===== src/rtl/ariane_pkg.sv =====
// Shared address widths and translation-unit handshake types, plus the
// state encoding of the TLB request arbiter.
package ariane_pkg;

  localparam int unsigned VLEN = 64;
  localparam int unsigned PLEN = 56;

  // Request leg toward the translation unit.
  typedef struct packed {
    logic            fetch_req;
    logic [VLEN-1:0] fetch_vaddr;
  } icache_arsp_t;

  // Reply leg from the translation unit.
  typedef struct packed {
    logic            fetch_valid;
    logic [PLEN-1:0] fetch_paddr;
  } icache_areq_t;

  typedef enum logic [1:0] {
    IDLE  = 2'd0,
    XLATE = 2'd1,
    RESP  = 2'd2
  } tlb_arb_state_e;

endpackage


===== src/rtl/tlb_rr_arb.sv =====
// Round-robin picker: starting at ptr_i, the first requesting index wins.
// Pure combinational; the caller owns the pointer register.
module tlb_rr_arb #(
  parameter int NR_REQ = 2,
  parameter int IDX_W  = (NR_REQ > 1) ? $clog2(NR_REQ) : 1
) (
  input  logic [NR_REQ-1:0] req_i,
  input  logic [IDX_W-1:0]  ptr_i,
  output logic [NR_REQ-1:0] gnt_o,
  output logic [IDX_W-1:0]  idx_o
);

  localparam logic [IDX_W:0] NR = (IDX_W + 1)'(NR_REQ);

  logic [IDX_W:0] pos;
  logic           found;

  // ptr + i never reaches 2*NR_REQ, so one conditional subtract wraps it.
  always_comb begin
    gnt_o = '0;
    idx_o = '0;
    found = 1'b0;
    pos   = '0;
    for (int i = 0; i < NR_REQ; i++) begin
      pos = {1'b0, ptr_i} + (IDX_W + 1)'(i);
      if (pos >= NR) pos = pos - NR;
      if (!found && req_i[pos[IDX_W-1:0]]) begin
        found                   = 1'b1;
        gnt_o[pos[IDX_W-1:0]]   = 1'b1;
        idx_o                   = pos[IDX_W-1:0];
      end
    end
  end

endmodule


===== src/rtl/tlb_arb.sv =====
// Shares one translation unit among NR_REQ requesters; a single translation
// is in flight at a time and requesters are served round-robin.
module tlb_arb
  import ariane_pkg::*;
#(
  parameter int NR_REQ = 2
) (
  input  logic                         clk_i,
  input  logic                         rst_ni,
  input  logic [NR_REQ-1:0]            req_valid_i,
  output logic [NR_REQ-1:0]            req_ready_o,
  input  logic [NR_REQ-1:0][VLEN-1:0]  req_vaddr_i,
  output logic [NR_REQ-1:0]            rsp_valid_o,
  input  logic [NR_REQ-1:0]            rsp_ready_i,
  output logic [PLEN-1:0]              rsp_paddr_o,
  output icache_arsp_t                 tlb_req_o,
  input  icache_areq_t                 tlb_rsp_i
);

  localparam int IDX_W = (NR_REQ > 1) ? $clog2(NR_REQ) : 1;

  tlb_arb_state_e   state_q, state_d;
  logic [IDX_W-1:0] ptr_q, ptr_d;
  logic [IDX_W-1:0] idx_q, idx_d;
  logic [VLEN-1:0]  vaddr_q, vaddr_d;
  logic [PLEN-1:0]  paddr_q, paddr_d;

  logic [NR_REQ-1:0] gnt;
  logic [IDX_W-1:0]  gnt_idx;
  logic              rsp_ack;

  function automatic logic [IDX_W-1:0] wrap_inc(input logic [IDX_W-1:0] i);
    if (int'(i) >= NR_REQ - 1) return '0;
    else return i + IDX_W'(1);
  endfunction

  tlb_rr_arb #(
    .NR_REQ (NR_REQ),
    .IDX_W  (IDX_W)
  ) u_rr (
    .req_i (req_valid_i),
    .ptr_i (ptr_q),
    .gnt_o (gnt),
    .idx_o (gnt_idx)
  );

  // Only the granted requester may complete the response handshake.
  assign rsp_ack = rsp_ready_i[idx_q];

  always_comb begin
    state_d = state_q;
    ptr_d   = ptr_q;
    idx_d   = idx_q;
    vaddr_d = vaddr_q;
    paddr_d = paddr_q;
    case (state_q)
      IDLE: begin
        if (|req_valid_i) begin
          idx_d   = gnt_idx;
          vaddr_d = req_vaddr_i[gnt_idx];
          ptr_d   = wrap_inc(gnt_idx);
          state_d = XLATE;
        end
      end
      XLATE: begin
        if (tlb_rsp_i.fetch_valid) begin
          paddr_d = tlb_rsp_i.fetch_paddr;
          state_d = RESP;
        end
      end
      RESP: begin
        if (rsp_ack) state_d = IDLE;
      end
      default: state_d = IDLE;
    endcase
  end

  always_ff @(posedge clk_i or negedge rst_ni) begin
    if (!rst_ni) begin
      state_q <= IDLE;
      ptr_q   <= '0;
      idx_q   <= '0;
      vaddr_q <= '0;
      paddr_q <= '0;
    end else begin
      state_q <= state_d;
      ptr_q   <= ptr_d;
      idx_q   <= idx_d;
      vaddr_q <= vaddr_d;
      paddr_q <= paddr_d;
    end
  end

  // Ready is gated by rst_ni so a pending request is not acknowledged while
  // the block is held in reset.
  always_comb begin
    req_ready_o = '0;
    if (state_q == IDLE && rst_ni) req_ready_o = gnt;
  end

  always_comb begin
    tlb_req_o = '0;
    if (state_q == XLATE) begin
      tlb_req_o.fetch_req   = 1'b1;
      tlb_req_o.fetch_vaddr = vaddr_q;
    end
  end

  always_comb begin
    rsp_valid_o = '0;
    rsp_paddr_o = '0;
    if (state_q == RESP) begin
      rsp_valid_o[idx_q] = 1'b1;
      rsp_paddr_o        = paddr_q;
    end
  end

`ifndef SYNTHESIS
  a_ready_onehot: assert property (@(posedge clk_i) disable iff (!rst_ni)
    $onehot0(req_ready_o));
  a_rsp_onehot: assert property (@(posedge clk_i) disable iff (!rst_ni)
    $onehot0(rsp_valid_o));
  a_paddr_quiet: assert property (@(posedge clk_i) disable iff (!rst_ni)
    (rsp_valid_o == '0) |-> (rsp_paddr_o == '0));
`endif

endmodule


===== config.mk =====
export PLATFORM = sky130hd
export DESIGN_NAME = tlb_arb
export DESIGN_NICKNAME = d
export VERILOG_FILES = /design/src/rtl/ariane_pkg.sv /design/src/rtl/tlb_rr_arb.sv /design/src/rtl/tlb_arb.sv
export SDC_FILE = /design/constraint.sdc
export NUM_CORES = 1
export LEC_CHECK = 0
export ABC_AREA = 1
export CORE_MARGIN = 5
export CORE_UTILIZATION = 38
export CTS_CLUSTER_DIAMETER = 100
export CTS_CLUSTER_SIZE = 24
export DETAILED_ROUTE_END_ITERATION = 6
export PLACE_DENSITY = 0.86
export SYNTH_ARGS = -nofsm -noshare
export SYNTH_HDL_FRONTEND = slang
export SYNTH_SLANG_ARGS = --single-unit

===== constraint.sdc =====
create_clock -name clk_i -period 1.2 [get_ports clk_i]
set_input_delay 0.3 -clock clk_i [delete_from_list [all_inputs] [get_ports clk_i]]
set_output_delay 0.3 -clock clk_i [all_outputs]
set_load 0.02 [all_outputs]

==> results of run 1 <==
==> per-layer routing <==
metal | vias up | part of all wire (%) | wire [um]
met5 | - | 0 | 0
met2 | 441 | 49 | 15330
li1 | 3752 | - | -
met3 | 96 | 11 | 3494
met1 | 3859 | 35 | 10830
met4 | 0 | 4.3 | 1347
==> cells by family (layout without fill, tap and decap cells) <==
family | after synthesis | after routing | synth area share [%]
compound gates | 59 | 59 | 4.321
buf+inv | 318 | 716 | 19.24
flops | 124 | 124 | 45.40
other cells | 0 | 1 | 0
simple gates | 516 | 518 | 31.03
==> what timing repair did <==
action | CTS | global route
pin swaps | 4 | 35
hold endpoints to repair | 0 | 0
endpoints found under the setup margin | 248 | 248
resized for setup | 724 | 178
cloned | 12 | 23
buffers inserted | 14 | 7
==> cells in the final DEF, fill, tap and decap left out, types with 3 or more instances in the layout <==
| cell | netlist | layout |
|---|---|---|
| a21oi_1 | 56 | 53 |
| a21oi_2 | 0 | 3 |
| buf_12 | 0 | 15 |
| buf_16 | 0 | 14 |
| buf_4 | 9 | 93 |
| buf_6 | 6 | 94 |
| buf_8 | 0 | 5 |
| bufinv_16 | 0 | 3 |
| clkbuf_16 | 0 | 32 |
| clkdlybuf4s50_1 | 0 | 188 |
| dfrtp_1 | 124 | 124 |
| inv_1 | 253 | 250 |
| inv_2 | 4 | 3 |
| inv_6 | 0 | 7 |
| nand2_1 | 201 | 113 |
| nand2_2 | 2 | 61 |
| nand2_4 | 0 | 27 |
| nand2_8 | 0 | 4 |
| nand3_1 | 129 | 119 |
| nand3_2 | 0 | 9 |
| nor2_1 | 180 | 61 |
| nor2_2 | 0 | 36 |
| nor2_4 | 2 | 85 |
==> state kept, by name (all words and copies together), names as in the netlist <==
name     count
state_q      2
paddr_q     56
idx_q        1
ptr_q        1
vaddr_q     64
==> where the power goes <==
group          internal, uW  switching, uW
Sequential             6260           1330
Clock                  3370           2110
Combinational         11000          13000
Total                 20700          16400
==> worst min-delay path, stage by stage <==
cell and delay, ns:
buf_6 0.11, buf_4 0.13, buf_12 0.35
==> final cells by class <==
class	instances	area share (%)
clock buffer	18	3.263
inverter	257	7.353
timing repair inverter	1	0.08367
clock inverter	14	1.357
antenna	1	0.01859
tap	229	2.129
timing repair buffer	426	35.64
sequential	124	23.05
multi-input combinational	577	27.10
==> worst max path at each step <==
| stage | slack [ns] | start | end | depth (start not counted) |
|---|---|---|---|---|
| after global placement | -0.92 | req_valid_i[1] | req_ready_o[1] | 6 |
| after floorplan | -0.21 | state_q[0] | tlb_req_o[24] | 6 |
| final | -0.78 | state_q[0] | rsp_paddr_o[49] | 6 |
| after global routing | -0.82 | state_q[0] | rsp_paddr_o[24] | 6 |
| after CTS | -0.73 | state_q[0] | rsp_paddr_o[32] | 6 |
| after detailed placement | -0.96 | req_valid_i[1] | req_ready_o[1] | 6 |
==> per-stage QoR <==
step	power [uW]	worst slack [ns]
4_1_cts	33000	-0.7307
3_3_place_gp	23550	-0.9204
2_1_floorplan	17210	-0.2099
6_report	37100	-0.7795
3_5_place_dp	24090	-0.9550
5_1_grt	39000	-0.8166
==> out/metrics.cfg, run 1 <==
[die]
io_pins=316
die_area_um2=20770
start_util_pct=38.31
core_um2=17840
die_h_um=144.1
rows=49
fp.dieW_um=144.1

[cts]
insertion_delay_ns=0.42
cts_buffers=17
htree_levels=4
clkTransAtPathRegs_ns=0.06
numClockSinks=124
cts_tree=built
root_buffer=clkbuf_16
cts_hold_buf=0
cts_buffer_depth=2

[outcome]
violations=negative setup slack
status=finished, violations left

[placement]
hpwl_mm=17.54
gp_congestion=0.8223
dp.cells=1560
port_buffers=315
place_area_um2=11120

[setup_path]
critPathMaxStageDelay_ns=0.40
crit_top_cell=buf_4
worstPathArrival_ns=1.68
rr_worst_depth=11
crit_path_top_delay_cell=dfrtp_1
regToRegStartpoint=state_q[1]
crit_path_end_kind=output port
crit_type=reg2out
timing.rr.end=vaddr_q[16]
cp-start-kind=register
critPathBufInv=4
required_ns=0.90
path_cells=buf_4 -> nor2_4 -> inv_6 -> buf_8 -> nor2_2 -> buf_4
reg2reg_slack_ns=-0.46
cp_max_fo=10
cp_top_family=buffers and inverters

[layout]
final_core_util_pct=75.44
fillCellCount=1101
layout-drive-gt1-share_pct=35.71
ff_latch_area_um2=3103
multi_input_comb_area_um2=3647
area_growth_pct=96.94
design_area_um2=13460
finalNonFillerCells=1647
final_nets=1595

[drt]
detail-route-antenna-nets=0
routed_via_density=4.947
first_iter_violations=411
wl_mm=31.00
num_vias=8148
dr.pass1.iters=5
drc_errors=0
wl_per_cell_um=18.82

[synth]
synth-main-ff-cell=dfrtp_1
synth_nets=1208
syn_avg_cell_area_um2=6.720
yosysMostFrequentCell=inv_1
synth_top_cell_area_share_pct=45.40
ys_types=15
syn_inst=1017
ys_ff_latch=124
synth_top_area_cell=dfrtp_1
synth_edf_count=0
ys_top_cells_by_count=253 x inv_1, 201 x nand2_1, 180 x nor2_1, 129 x nand3_1, 124 x dfrtp_1
synth.yosys.seq_area_share_pct=45.40
synth_area_leaders=dfrtp_1 45%, inv_1 14%, nand2_1 11%
yosys_warnings=0
synthArstFlopShare_pct=100.0
syn-cell-area_um2=6834

[global_route]
grt_util_met2_pct=41.47
grt_overflow=0
grt_use_total_pct=24.40
grt_max_degree=83
grt.busiest_layer=met2
grt_util_met3_pct=7.507
grt_pass1_vias=7526
met1_usage_pct=29.40
antenna_found_initial=1
grt_pass1_wl_mm=39.36

[sta]
slew_viol_final=0
finalCritPeriodShare_pct=165.0
worst_pin_slew_ns=0.6822
min_period_ns=1.980
worst_hold_slack_ns=0.06030
layout_setup_ws_ns=-0.7795
setup_viol=248
skew_ns=0.006566
tns_ns=-124.56
fmax_ghz=0.5052
slew_headroom_pct=54.37
finalHoldViolations=0
rsz0062_at_grt=yes

[power_and_ir_drop]
peakVddDrop_mv=1.660
p_per_area_nw_per_um2=2756
p_leak_uw=0.006981

[hold_path]
hold_class=in2async

[flow_run]
cap_violations=0

Power figures use the tool's default switching activity.
==> inputs of run 2 (changes only) <==
ABC_CLOCK_PERIOD_IN_PS = 1200   (was unset)
TNS_END_PERCENT = 5   (was unset)
==> run 2 against run 1 <==
The run ends with negative hold slack, negative setup slack left. Wire length fell by 21%. First-iteration DRC count fell by 7.1%. Core utilization decreased by 7.4 points. Global-route usage decreased by 2.3 points. Non-clock buffer count down 35. Maximum frequency grew 6.8%. Worst setup slack improved by 0.13 ns. Cell area decreased by 9.8%. Total power down 16%. Combinational power down 23%. Critical path type unchanged. Largest power group unchanged. Highest routed layer unchanged.
==> out/metrics.cfg, run 2 (same netlist as run 1, synthesis figures left out) <==
[placement]
port_buffers=315
gp_congestion=0.8409
hpwl_mm=16.97
dp.cells=1569

[sta]
setup_viol=249
slew_viol_final=0
rsz0062_at_grt=yes
finalHoldViolations=27
skew_ns=0.008015
min_period_ns=1.853
worst_pin_slew_ns=0.5712
finalCritPeriodShare_pct=154.4
fmax_ghz=0.5397
slew_headroom_pct=61.92
worst_hold_slack_ns=-0.07234
tns_ns=-107.77
layout_setup_ws_ns=-0.6529

[cts]
cts_buffers=17
clkTransAtPathRegs_ns=0.06
cts_tree=built
cts_buffer_depth=2
numClockSinks=124
insertion_delay_ns=0.41
root_buffer=clkbuf_16
htree_levels=4

[global_route]
grt_use_total_pct=22.05
grt_overflow=0
grt_pass1_vias=7395
antenna_found_initial=0
grt_pass1_wl_mm=36.28
grt_max_degree=67

[power_and_ir_drop]
p_per_area_nw_per_um2=2556
peakVddDrop_mv=1.332
p_leak_uw=0.006427

[setup_path]
cp-start-kind=register
rr_worst_depth=8
required_ns=0.90
crit_type=reg2out
crit_path_end_kind=output port
cp_max_fo=8
timing.rr.end=vaddr_q[39]
regToRegStartpoint=state_q[1]
worstPathArrival_ns=1.55
reg2reg_slack_ns=-0.37

[drt]
detail-route-antenna-nets=0
dr.pass1.iters=4
drc_errors=0
wl_per_cell_um=15.22
wl_mm=24.48
routed_via_density=4.678
first_iter_violations=382
num_vias=7523

[die]
core_um2=17840
io_pins=316
die_h_um=144.1
die_area_um2=20770
fp.dieW_um=144.1
rows=49
start_util_pct=38.31

[layout]
antenna_cells=0
area_growth_pct=77.74
finalNonFillerCells=1608
final_nets=1557
reg_top3=vaddr_q x64, paddr_q x56, state_q x2
mostFrequentLayoutCell=inv_1
layout_common_cells=250 x inv_1, 197 x nand2_1, 189 x clkdlybuf4s50_1, 127 x nand3_1, 124 x dfrtp_1
largest_register=vaddr_q
fillCellCount=1317
largest_reg_flops=64
layout-drive-gt1-share_pct=27.99

[outcome]
status=finished, violations left
violations=negative hold slack, negative setup slack

[hold_path]
hold_class=in2async

[flow_run]
cap_violations=0

run 2: worst max-delay path by stage:
stage | end | slack (ns) | from | cells past startpoint
3_3_place_gp | req_ready_o[1] | -0.97 | req_valid_i[1] | 6
6_report | tlb_req_o[42] | -0.65 | state_q[0] | 6
2_1_floorplan | tlb_req_o[14] | -0.23 | state_q[1] | 5
5_1_grt | tlb_req_o[49] | -0.73 | state_q[0] | 6
4_1_cts | tlb_req_o[13] | -0.70 | state_q[0] | 6
3_5_place_dp | req_ready_o[1] | -0.98 | req_valid_i[1] | 6
run 2: repair_timing:
| item | 4_1_cts | 5_1_grt |
|---|---|---|
| buffers inserted | 1 | 0 |
| pin swaps | 2 | 2 |
| endpoints found under the setup margin | 247 | 249 |
| hold endpoints to repair | 27 | 27 |
| cloned | 1 | 5 |
| gates resized for setup | 682 | 186 |
run 2: area by class of cell:
class / count / area (um2) / share of cell area [%]
Clock buffer: 17 / 425.4 / 3.502
Clock inverter: 15 / 187.7 / 1.545
Inverter: 257 / 979.7 / 8.066
Multi-Input combinational cell: 575 / 3092 / 25.45
Sequential cell: 124 / 3103 / 25.55
Tap cell: 229 / 286.5 / 2.359
Timing Repair Buffer: 391 / 4073 / 33.53
run 2: per-layer routing:
layer	global-route usage, %	part of all wire [%]	up-vias
li1	-	-	3647
met1	24.66	37	3516
met2	39.07	51	304
met3	6.878	8.8	56
met4	8.771	3.3	0
met5	0	0	-
run 2: through the flow:
step	area (um2)	power [uW]	hold WS (ns)	utilization [%]	worst slack (ns)
2_1_floorplan	7079	15940	0.004409	-	-0.2344
3_3_place_gp	10780	22260	0.3834	60.40	-0.9675
3_5_place_dp	10780	22730	0.3731	60.40	-0.9776
4_1_cts	11340	28450	-0.06495	63.56	-0.7005
5_1_grt	12150	32990	-0.03943	68.08	-0.7281
6_report	12150	31040	-0.07234	68.08	-0.6529
run 2: worst max-delay path, cell delays in order, from the launching register on:
cell       delay, ns
dfrtp_1         0.40
inv_2           0.07
nor2_4          0.15
inv_8           0.10
clkbuf_16       0.19
nor2_2          0.10
buf_6           0.13
run 2: power by group:
group | internal, uW | total [uW] | switching, uW
sequential | 6250 | 7170 | 918
clock | 3300 | 5360 | 2060
combinational | 8030 | 18500 | 10500
total | 17600 | 31000 | 13500
